[config.mk]
export PLATFORM = sky130hd
export DESIGN_NAME = acc_unit
export DESIGN_NICKNAME = d
export VERILOG_FILES = /design/src/rtl/acc_unit.sv
export SDC_FILE = /design/constraint.sdc
export NUM_CORES = 1
export LEC_CHECK = 0
export CAP_MARGIN = 0
export CORE_AREA = 10 10 118 120
export DETAILED_ROUTE_END_ITERATION = 12
export DIE_AREA = 0 0 128 130
export GPL_TIMING_DRIVEN = 1
export HOLD_SLACK_MARGIN = 0.12
export MAX_ROUTING_LAYER = met4
export SETUP_SLACK_MARGIN = 0.05
export SYNTH_ARGS = -nofsm -noshare
export SYNTH_HDL_FRONTEND = slang
export SYNTH_SLANG_ARGS = --single-unit
export TNS_END_PERCENT = 20
[constraint.sdc]
create_clock -name clock -period 3.3 [get_ports clock]
set_input_delay 0.495 -clock clock [delete_from_list [all_inputs] [get_ports clock]]
set_output_delay 0.495 -clock clock [all_outputs]
set_load 0.005 [all_outputs]
[src/rtl/acc_unit.sv]
// acc_unit: parametrised accumulator with Z/N/C/V flags and a LIFO shadow stack.
// Optional build macro ACC_SATURATE_EN: ADD/SUB clamp to the signed range on
// overflow instead of wrapping modulo 2^DATA_WIDTH.
module acc_unit #(
  parameter int unsigned DATA_WIDTH  = 11,
  parameter int unsigned STACK_DEPTH = 4
) (
  input  logic                  clock,
  input  logic                  acc_reset,
  input  logic [DATA_WIDTH-1:0] acc_in,
  input  logic [2:0]            acc_op,
  input  logic                  acc_wr,
  output logic [DATA_WIDTH-1:0] acc_out,
  output logic                  acc_zero,
  output logic                  acc_neg,
  output logic                  acc_carry,
  output logic                  acc_ovf,
  output logic                  stack_full,
  output logic                  stack_empty,
  output logic                  acc_err
);

  localparam int unsigned MSB   = DATA_WIDTH - 1;
  localparam int unsigned SP_W  = $clog2(STACK_DEPTH + 1);
  localparam int unsigned IDX_W = (STACK_DEPTH > 1) ? $clog2(STACK_DEPTH) : 1;

  localparam logic [2:0] OP_LOAD = 3'b000;
  localparam logic [2:0] OP_ADD  = 3'b001;
  localparam logic [2:0] OP_SUB  = 3'b010;
  localparam logic [2:0] OP_AND  = 3'b011;
  localparam logic [2:0] OP_OR   = 3'b100;
  localparam logic [2:0] OP_XOR  = 3'b101;
  localparam logic [2:0] OP_PUSH = 3'b110;
  localparam logic [2:0] OP_POP  = 3'b111;

`ifdef ACC_SATURATE_EN
  localparam logic [DATA_WIDTH-1:0] SAT_MAX = {1'b0, {(DATA_WIDTH-1){1'b1}}};
  localparam logic [DATA_WIDTH-1:0] SAT_MIN = {1'b1, {(DATA_WIDTH-1){1'b0}}};
`endif

  logic [DATA_WIDTH-1:0] r_acc;
  logic                  r_zero;
  logic                  r_neg;
  logic                  r_carry;
  logic                  r_ovf;
  logic                  r_err;
  logic [SP_W-1:0]       r_sp;
  logic [DATA_WIDTH-1:0] r_stack [STACK_DEPTH];

  logic [DATA_WIDTH:0]   w_sum;
  logic [DATA_WIDTH:0]   w_diff;
  logic                  w_add_ovf;
  logic                  w_sub_ovf;
  logic                  w_full;
  logic                  w_empty;
  logic [IDX_W-1:0]      w_push_idx;
  logic [IDX_W-1:0]      w_pop_idx;
  logic [DATA_WIDTH-1:0] w_acc_nxt;
  logic                  w_zero_nxt;
  logic                  w_neg_nxt;
  logic                  w_carry_nxt;
  logic                  w_ovf_nxt;
  logic                  w_err_nxt;
  logic [SP_W-1:0]       w_sp_nxt;
  logic                  w_push;
  logic                  w_upd_zn;

  // Widened arithmetic, overflow detection and stack pointer decode.
  always_comb begin
    w_sum      = {1'b0, r_acc} + {1'b0, acc_in};
    w_diff     = {1'b0, r_acc} - {1'b0, acc_in};
    w_add_ovf  = (r_acc[MSB] == acc_in[MSB]) && (w_sum[MSB]  != r_acc[MSB]);
    w_sub_ovf  = (r_acc[MSB] != acc_in[MSB]) && (w_diff[MSB] != r_acc[MSB]);
    w_full     = (r_sp == SP_W'(STACK_DEPTH));
    w_empty    = (r_sp == '0);
    w_push_idx = IDX_W'(r_sp);
    w_pop_idx  = IDX_W'(r_sp - SP_W'(1));
  end

  // Next-state selection for accumulator, flags, stack pointer and error.
  always_comb begin
    w_acc_nxt   = r_acc;
    w_zero_nxt  = r_zero;
    w_neg_nxt   = r_neg;
    w_carry_nxt = r_carry;
    w_ovf_nxt   = r_ovf;
    w_err_nxt   = r_err;
    w_sp_nxt    = r_sp;
    w_push      = 1'b0;
    w_upd_zn    = 1'b0;
    if (acc_wr) begin
      case (acc_op)
        OP_LOAD: begin
          w_acc_nxt   = acc_in;
          w_carry_nxt = 1'b0;
          w_ovf_nxt   = 1'b0;
          w_upd_zn    = 1'b1;
        end
        OP_ADD: begin
          w_acc_nxt   = w_sum[MSB:0];
          w_carry_nxt = w_sum[DATA_WIDTH];
          w_ovf_nxt   = w_add_ovf;
          w_upd_zn    = 1'b1;
`ifdef ACC_SATURATE_EN
          if (w_add_ovf) w_acc_nxt = r_acc[MSB] ? SAT_MIN : SAT_MAX;
`endif
        end
        OP_SUB: begin
          w_acc_nxt   = w_diff[MSB:0];
          w_carry_nxt = w_diff[DATA_WIDTH];
          w_ovf_nxt   = w_sub_ovf;
          w_upd_zn    = 1'b1;
`ifdef ACC_SATURATE_EN
          if (w_sub_ovf) w_acc_nxt = r_acc[MSB] ? SAT_MIN : SAT_MAX;
`endif
        end
        OP_AND, OP_OR, OP_XOR: begin
          if (acc_op == OP_AND)     w_acc_nxt = r_acc & acc_in;
          else if (acc_op == OP_OR) w_acc_nxt = r_acc | acc_in;
          else                      w_acc_nxt = r_acc ^ acc_in;
          w_carry_nxt = 1'b0;
          w_ovf_nxt   = 1'b0;
          w_upd_zn    = 1'b1;
        end
        OP_PUSH: begin
          if (w_full) begin
            w_err_nxt = 1'b1;
          end else begin
            w_push   = 1'b1;
            w_sp_nxt = r_sp + SP_W'(1);
          end
        end
        default: begin
          // POP: an empty stack leaves everything but the error flag alone
          if (w_empty) begin
            w_err_nxt = 1'b1;
          end else begin
            w_acc_nxt   = r_stack[w_pop_idx];
            w_sp_nxt    = r_sp - SP_W'(1);
            w_carry_nxt = 1'b0;
            w_ovf_nxt   = 1'b0;
            w_upd_zn    = 1'b1;
          end
        end
      endcase
      if (w_upd_zn) begin
        w_zero_nxt = (w_acc_nxt == '0);
        w_neg_nxt  = w_acc_nxt[MSB];
      end
    end
  end

  // Accumulator, flag, pointer and error registers with synchronous reset.
  always_ff @(posedge clock) begin
    if (acc_reset) begin
      r_acc   <= '0;
      r_zero  <= 1'b1;
      r_neg   <= 1'b0;
      r_carry <= 1'b0;
      r_ovf   <= 1'b0;
      r_err   <= 1'b0;
      r_sp    <= '0;
    end else begin
      r_acc   <= w_acc_nxt;
      r_zero  <= w_zero_nxt;
      r_neg   <= w_neg_nxt;
      r_carry <= w_carry_nxt;
      r_ovf   <= w_ovf_nxt;
      r_err   <= w_err_nxt;
      r_sp    <= w_sp_nxt;
    end
  end

  // Shadow stack storage; contents need no reset since sp gates every read.
  always_ff @(posedge clock) begin
    if (!acc_reset && w_push) r_stack[w_push_idx] <= r_acc;
  end

  assign acc_out     = r_acc;
  assign acc_zero    = r_zero;
  assign acc_neg     = r_neg;
  assign acc_carry   = r_carry;
  assign acc_ovf     = r_ovf;
  assign acc_err     = r_err;
  assign stack_full  = w_full;
  assign stack_empty = w_empty;

endmodule

Word-level counts from Yosys, hierarchy flattened --
Memory sizes are Yosys's and may differ from the RTL's. Index checks and enable logic that the tools add are counted.
Storage, ports and cells: register bits after elaboration 19, bits in latches 0, memory bits (writable) 44, memory bits (read-only) 0, input bits 17, output and inout port bits 18, word-level logic and storage cells 69, memories kept 1
Memory list:
- r_stack | words 4, bits a word 11, rd ports 1, clocked after Yosys merged registers in 0, write ports 1, RTL line 48 | logic [DATA_WIDTH-1:0] r_stack [STACK_DEPTH];
Cells by class: $add $sub $neg 4, $mul 0, div/mod/pow operators 0, magnitude comparators 0, equal/unequal tests 15, shift operators 0, muxes and demuxes 22, bitwise operators 5, reduce and logical (&&, ||, !) cells 15
Operators with widths (number):
- $pmux W11 S5 | 1
- $mux W11 | 4
- $add A11 B11 Y12 | 1
- $eq A3 B3 Y1 const B | 4
- $sub A11 B11 Y12 | 1
- $and A11 B11 Y11 | 1
- $logic_not A11 Y1 | 1
- $or A11 B11 Y11 | 1
- $xor A11 B11 Y11 | 1
- $mux W1 | 10
- $pmux W1 S4 | 2
- $reduce_and A4 Y1 | 2
- $eq A3 B2 Y1 const B | 2
- $logic_not A3 Y1 | 2
- $mux W3 | 2
- $pmux W3 S2 | 1
- $reduce_or A6 Y1 | 1
- $ne A2 B2 Y1 const B | 2
- $ne A4 B2 Y1 const B | 1
- $pmux W1 S2 | 2
- $reduce_or A4 Y1 | 1
- $add A3 B1 Y3 const B | 1
- $eq A3 B1 Y1 const B | 1
- $logic_and A1 B1 Y1 | 3
- other kinds (10) | 13

Logic depth before layout (Yosys ltp) --
depth after elaboration 7, gate-level depth with buffers 13, depth with buffers taken out 10

Worst setup path before layout --
No wires, ideal clock.
kind register to register, start point register r_sp[0], end point register r_zero, in the netlist acc_zero, library setup time 0.060 ns, arrival 2.840 ns, required time 3.240 ns, path slack 0.400 ns, cell stages (with the launch flop) 13, path buffers 2, clock period less this slack 2.900 ns, cells stage by stage dfxtp_1 > buf_4 > inv_1 > ha_1 > ha_1 > nand2b_1 > and3_1 > clkbuf_1 > a2111oi_2 > nand4_1 > nor4_1 > and4_1 > a311o_1
Between the ends: elaborated cells between the ends (all ways) 11, classes of those cells add/sub: 1; mux: 6; reduce/logical: 3; memory: 1
RTL lines:
- start: declaration | RTL line 47 | logic [SP_W-1:0] r_sp;
- start signal: assignment | RTL line 170 | r_sp <= w_sp_nxt;
- $logic_not A3 Y1 * | RTL line 75 | w_empty = (r_sp == '0);
- net stack_empty | RTL line 19 | output logic stack_empty,
- $mux W11 / $mux W1 (equally long branches) | RTL line 135 | if (w_empty) begin
- $pmux W11 S5 / $pmux W1 S2 (equally long branches) | RTL line 92 | case (acc_op)
- $mux W11 / $mux W1 (equally long branches) | RTL line 91 | if (acc_wr) begin
- $logic_not A11 Y1 / $reduce_and A2 Y1 (equally long branches)
- end signal: assignment | RTL line 165 | r_zero <= w_zero_nxt;
- end: declaration | RTL line 42 | logic r_zero;
The timed path passes the listed nets; every way through them passes the cells marked *. The select of a mux whose other input is x is not followed. A chain may end at the register's enable or synchronous reset.

Worst setup path after layout --
start point input acc_in[4], end point register r_zero, in the netlist acc_zero
Between the ends: longest elaborated chain between the ends 6, elaborated cells between the ends (all ways) 10, classes of those cells add/sub: 2; mux: 4; bitwise: 3; reduce/logical: 1
Ends and longest elaborated chain:
- start: declaration | RTL line 10 | input logic [DATA_WIDTH-1:0] acc_in,
- branches (longest 3 deep; another with $sub A11 B11 Y12)
- $pmux W11 S5 * | RTL line 92
- $mux W11 * | RTL line 91
- $logic_not A11 Y1 * | RTL line 147 | w_zero_nxt = (w_acc_nxt == '0);
Mark *: on every way between the ends. The select of a mux whose other input is x is not followed.

==> flow_metrics.py <==
metrics = {
    "power": {
        "clkPwrFrac": 0.381,
        "pwr-share-seq": 0.358,
        "power_w": 0.00249,
        "p_per_area_mw_per_mm2": 430,
        "switching_share": 0.289,
        "p_leak_nw": 2.31,
        "power.switching_w": 0.000718,
        "peakVddDrop_v": 0.000266,
        "combinationalPowerShare": 0.261,
        "internal_power_w": 0.00177,
    },
    "synthesis": {
        "synth-edff-count": 44,
        "synth_top_cell_by_area": "edfxtp_1",
        "yosysWarnings": 0,
        "yosysMostFrequentCell": "edfxtp_1",
        "yosysTopAreaCellShare": 0.294,
        "ys_seq_elements": 63,
        "synth_cells": 452,
        "postSynthAreaPerCell_um2": 9.95,
        "synthesis.area_mm2": 0.00450,
        "synth_ff_type": "edfxtp_1",
        "synthTopCellsByCount": "edfxtp_1 (44), ha_1 (40), nor2_1 (39)",
        "async_flop_share": 0,
        "ys_seq_area_frac": 0.378,
        "syn_nets": 511,
        "ys_types": 71,
        "synth_area_leaders": "edfxtp_1 (29%), ha_1 (11%), dfxtp_1 (8.5%)",
    },
    "clock_network": {
        "clk_latency_ps": 330,
        "cts_resized": 0,
        "clockBufferDepth": 2,
        "post_cts.repair.setup_buffers": 0,
        "root_buffer": "clkbuf_16",
        "numCtsBuffers": 9,
        "htreeDepth": 3,
        "cts_tree": "done",
        "path_clk_slew_ps": 60,
        "clkSinkCount": 63,
        "ctsHoldBuffers": 0,
    },
    "flow_run": {
        "drv_cap": 0,
    },
    "placed_design": {
        "routabilityCongestion": 0.960,
        "dp_hpwl_mm": 9.90,
        "dp.cells": 678,
        "place_ws_ps": -162,
        "io_buffers": 34,
    },
    "routing": {
        "drt_wl_total_mm": 13.2,
        "via_count": 3931,
        "dr.first_iter.drc_count": 353,
        "wl_per_cell_um": 19.0,
        "first_pass_iters": 5,
        "detail-route-antenna-nets": 0,
        "routed_via_density": 5.66,
        "post-route-drc-count": 0,
    },
    "floorplanning": {
        "core_mm2": 0.0117,
        "io_pins": 35,
        "die_y_um": 130,
        "die_w_um": 128,
        "rows": 40,
        "start_util": 0.384,
        "dieArea_mm2": 0.0166,
    },
    "sta": {
        "layout_min_cycle_time_ps": 3200,
        "tightest_slew_ps": 688,
        "slew_violations": 0,
        "slew_headroom": 0.529,
        "fmaxAchievable_ghz": 0.313,
        "rsz0062_at_grt": "false",
        "layout_setup_ws_ps": 102,
        "finalSetupViolCount": 0,
        "hold_viol_final": 0,
        "fin_crit_sh": 0.969,
        "finalClockSkew_ps": 9.26,
    },
    "worst_setup_path": {
        "cp.required_ps": 3570,
        "path_max_fanout": 5,
        "endpoint_kind": "register",
        "arrival_ps": 3470,
        "critPathKind": "in2reg",
        "start_kind": "primary input",
    },
    "grt": {
        "grt_pass1_vias": 3937,
        "grt_pass1_wl_mm": 21.2,
        "antenna_found_initial": 0,
        "grt_usage": 0.164,
        "grt_remaining_overflow": 0,
        "grt_max_degree": 38,
    },
    "layout": {
        "nFillCells": 1085,
        "drive_above_1_share": 0.201,
        "area_growth_pct": 28.7,
        "diodes": 0,
        "nets": 601,
        "instances_no_fill": 694,
    },
    "worst_hold_path": {
        "hold_class": "reg2reg",
    },
    "run_status": {
        "outcome": "finished clean",
    },
}
## critical path, stage by stage
cell and delay (ps):
clkdlybuf4s50_1 550, inv_1 90, ha_1 390, buf_4 180, a21oi_1 200, and2_1 230, o21ai_0 130, a2111oi_0 650
buf_4 220, and4_1 180, a311o_1 150
## state kept, by name, indices dropped and copies added (netlist names)
name,cells
acc_ovf,1
acc_out,11
r_stack,44
r_sp,3
acc_zero,1
acc_err,1
acc_neg,1
acc_carry,1
## per-layer routing
layer | vias up | wire [µm] | GRT usage
met5 | - | 0 | -
met4 | 0 | 348 | 0.0629
met3 | 27 | 634 | 0.0276
met2 | 123 | 6030 | 0.251
met1 | 1914 | 6170 | 0.213
li1 | 1867 | - | -
## through the flow
step,hold WS (ps),utilization,TNS (ps),cell area [µm²]
6_report,515,0.494,0,5790
5_1_grt,539,0.494,0,5790
4_1_cts,519,0.494,0,5790
3_5_place_dp,502,0.468,-207,5480
3_3_place_gp,492,0.468,-187,5480
2_1_floorplan,465,-,0,4500
## cells by family (layout without fill, tap and decap cells)
family	after synthesis	after routing	share of synthesized area
xor gates and xnor gates	3	3	0.00584
buffers and inverters	66	161	0.0582
AOI/OAI and AO/OA	115	115	0.189
DFF	63	63	0.378
and+or+nand+nor	139	139	0.160
muxes	24	24	0.0879
adders and majority gates	42	42	0.120
## worst paths after layout
| check | start | endpoint | slack, ps | cells past startpoint |
|---|---|---|---|---|
| setup / recovery | acc_in[4] | acc_zero | 100 | 11 |
| hold / removal | acc_neg | acc_neg | 520 | 2 |
| setup reg to reg | acc_out[2] | acc_zero | 440 | 11 |
| hold reg to reg | acc_neg | acc_neg | 520 | 2 |
## area by class of cell
type / count / area (µm²) / share of cell area
multi-input cells: 323 / 2530 / 0.438
flip-flops and latches: 63 / 1700 / 0.294
repair buffers: 109 / 928 / 0.160
clock buffers: 9 / 225 / 0.0389
well taps: 147 / 184 / 0.0318
inverters: 36 / 135 / 0.0233
clock inverters: 7 / 80.1 / 0.0138
## layout by cell type, fill, tap and decap left out, drive strengths merged, types with 6 or more instances in the layout
cell / n
nand2: 27
buf: 75
ha: 40
edfxtp: 44
nand3: 7
dfxtp: 19
o21ai: 16
nand2b: 12
nor2b: 8
a311oi: 7
nor2: 39
a21oi: 22
mux2i: 11
clkdlybuf4s50: 34
a211oi: 10
and2: 11
mux4: 12
clkbuf: 9
a22oi: 9
a221oi: 6
inv: 38
## power groups by stage
stage | clock network [W] | logic [W] | registers (W)
floorplan | 0 | 0.000342 | 0.000917
global placement | 0 | 0.000634 | 0.000908
detailed placement | 0 | 0.000640 | 0.000908
CTS | 0.000960 | 0.000645 | 0.000892
global route | 0.000998 | 0.000710 | 0.000894
finish | 0.000948 | 0.000650 | 0.000892
No activity file was read; power rests on OpenSTA's default activity.
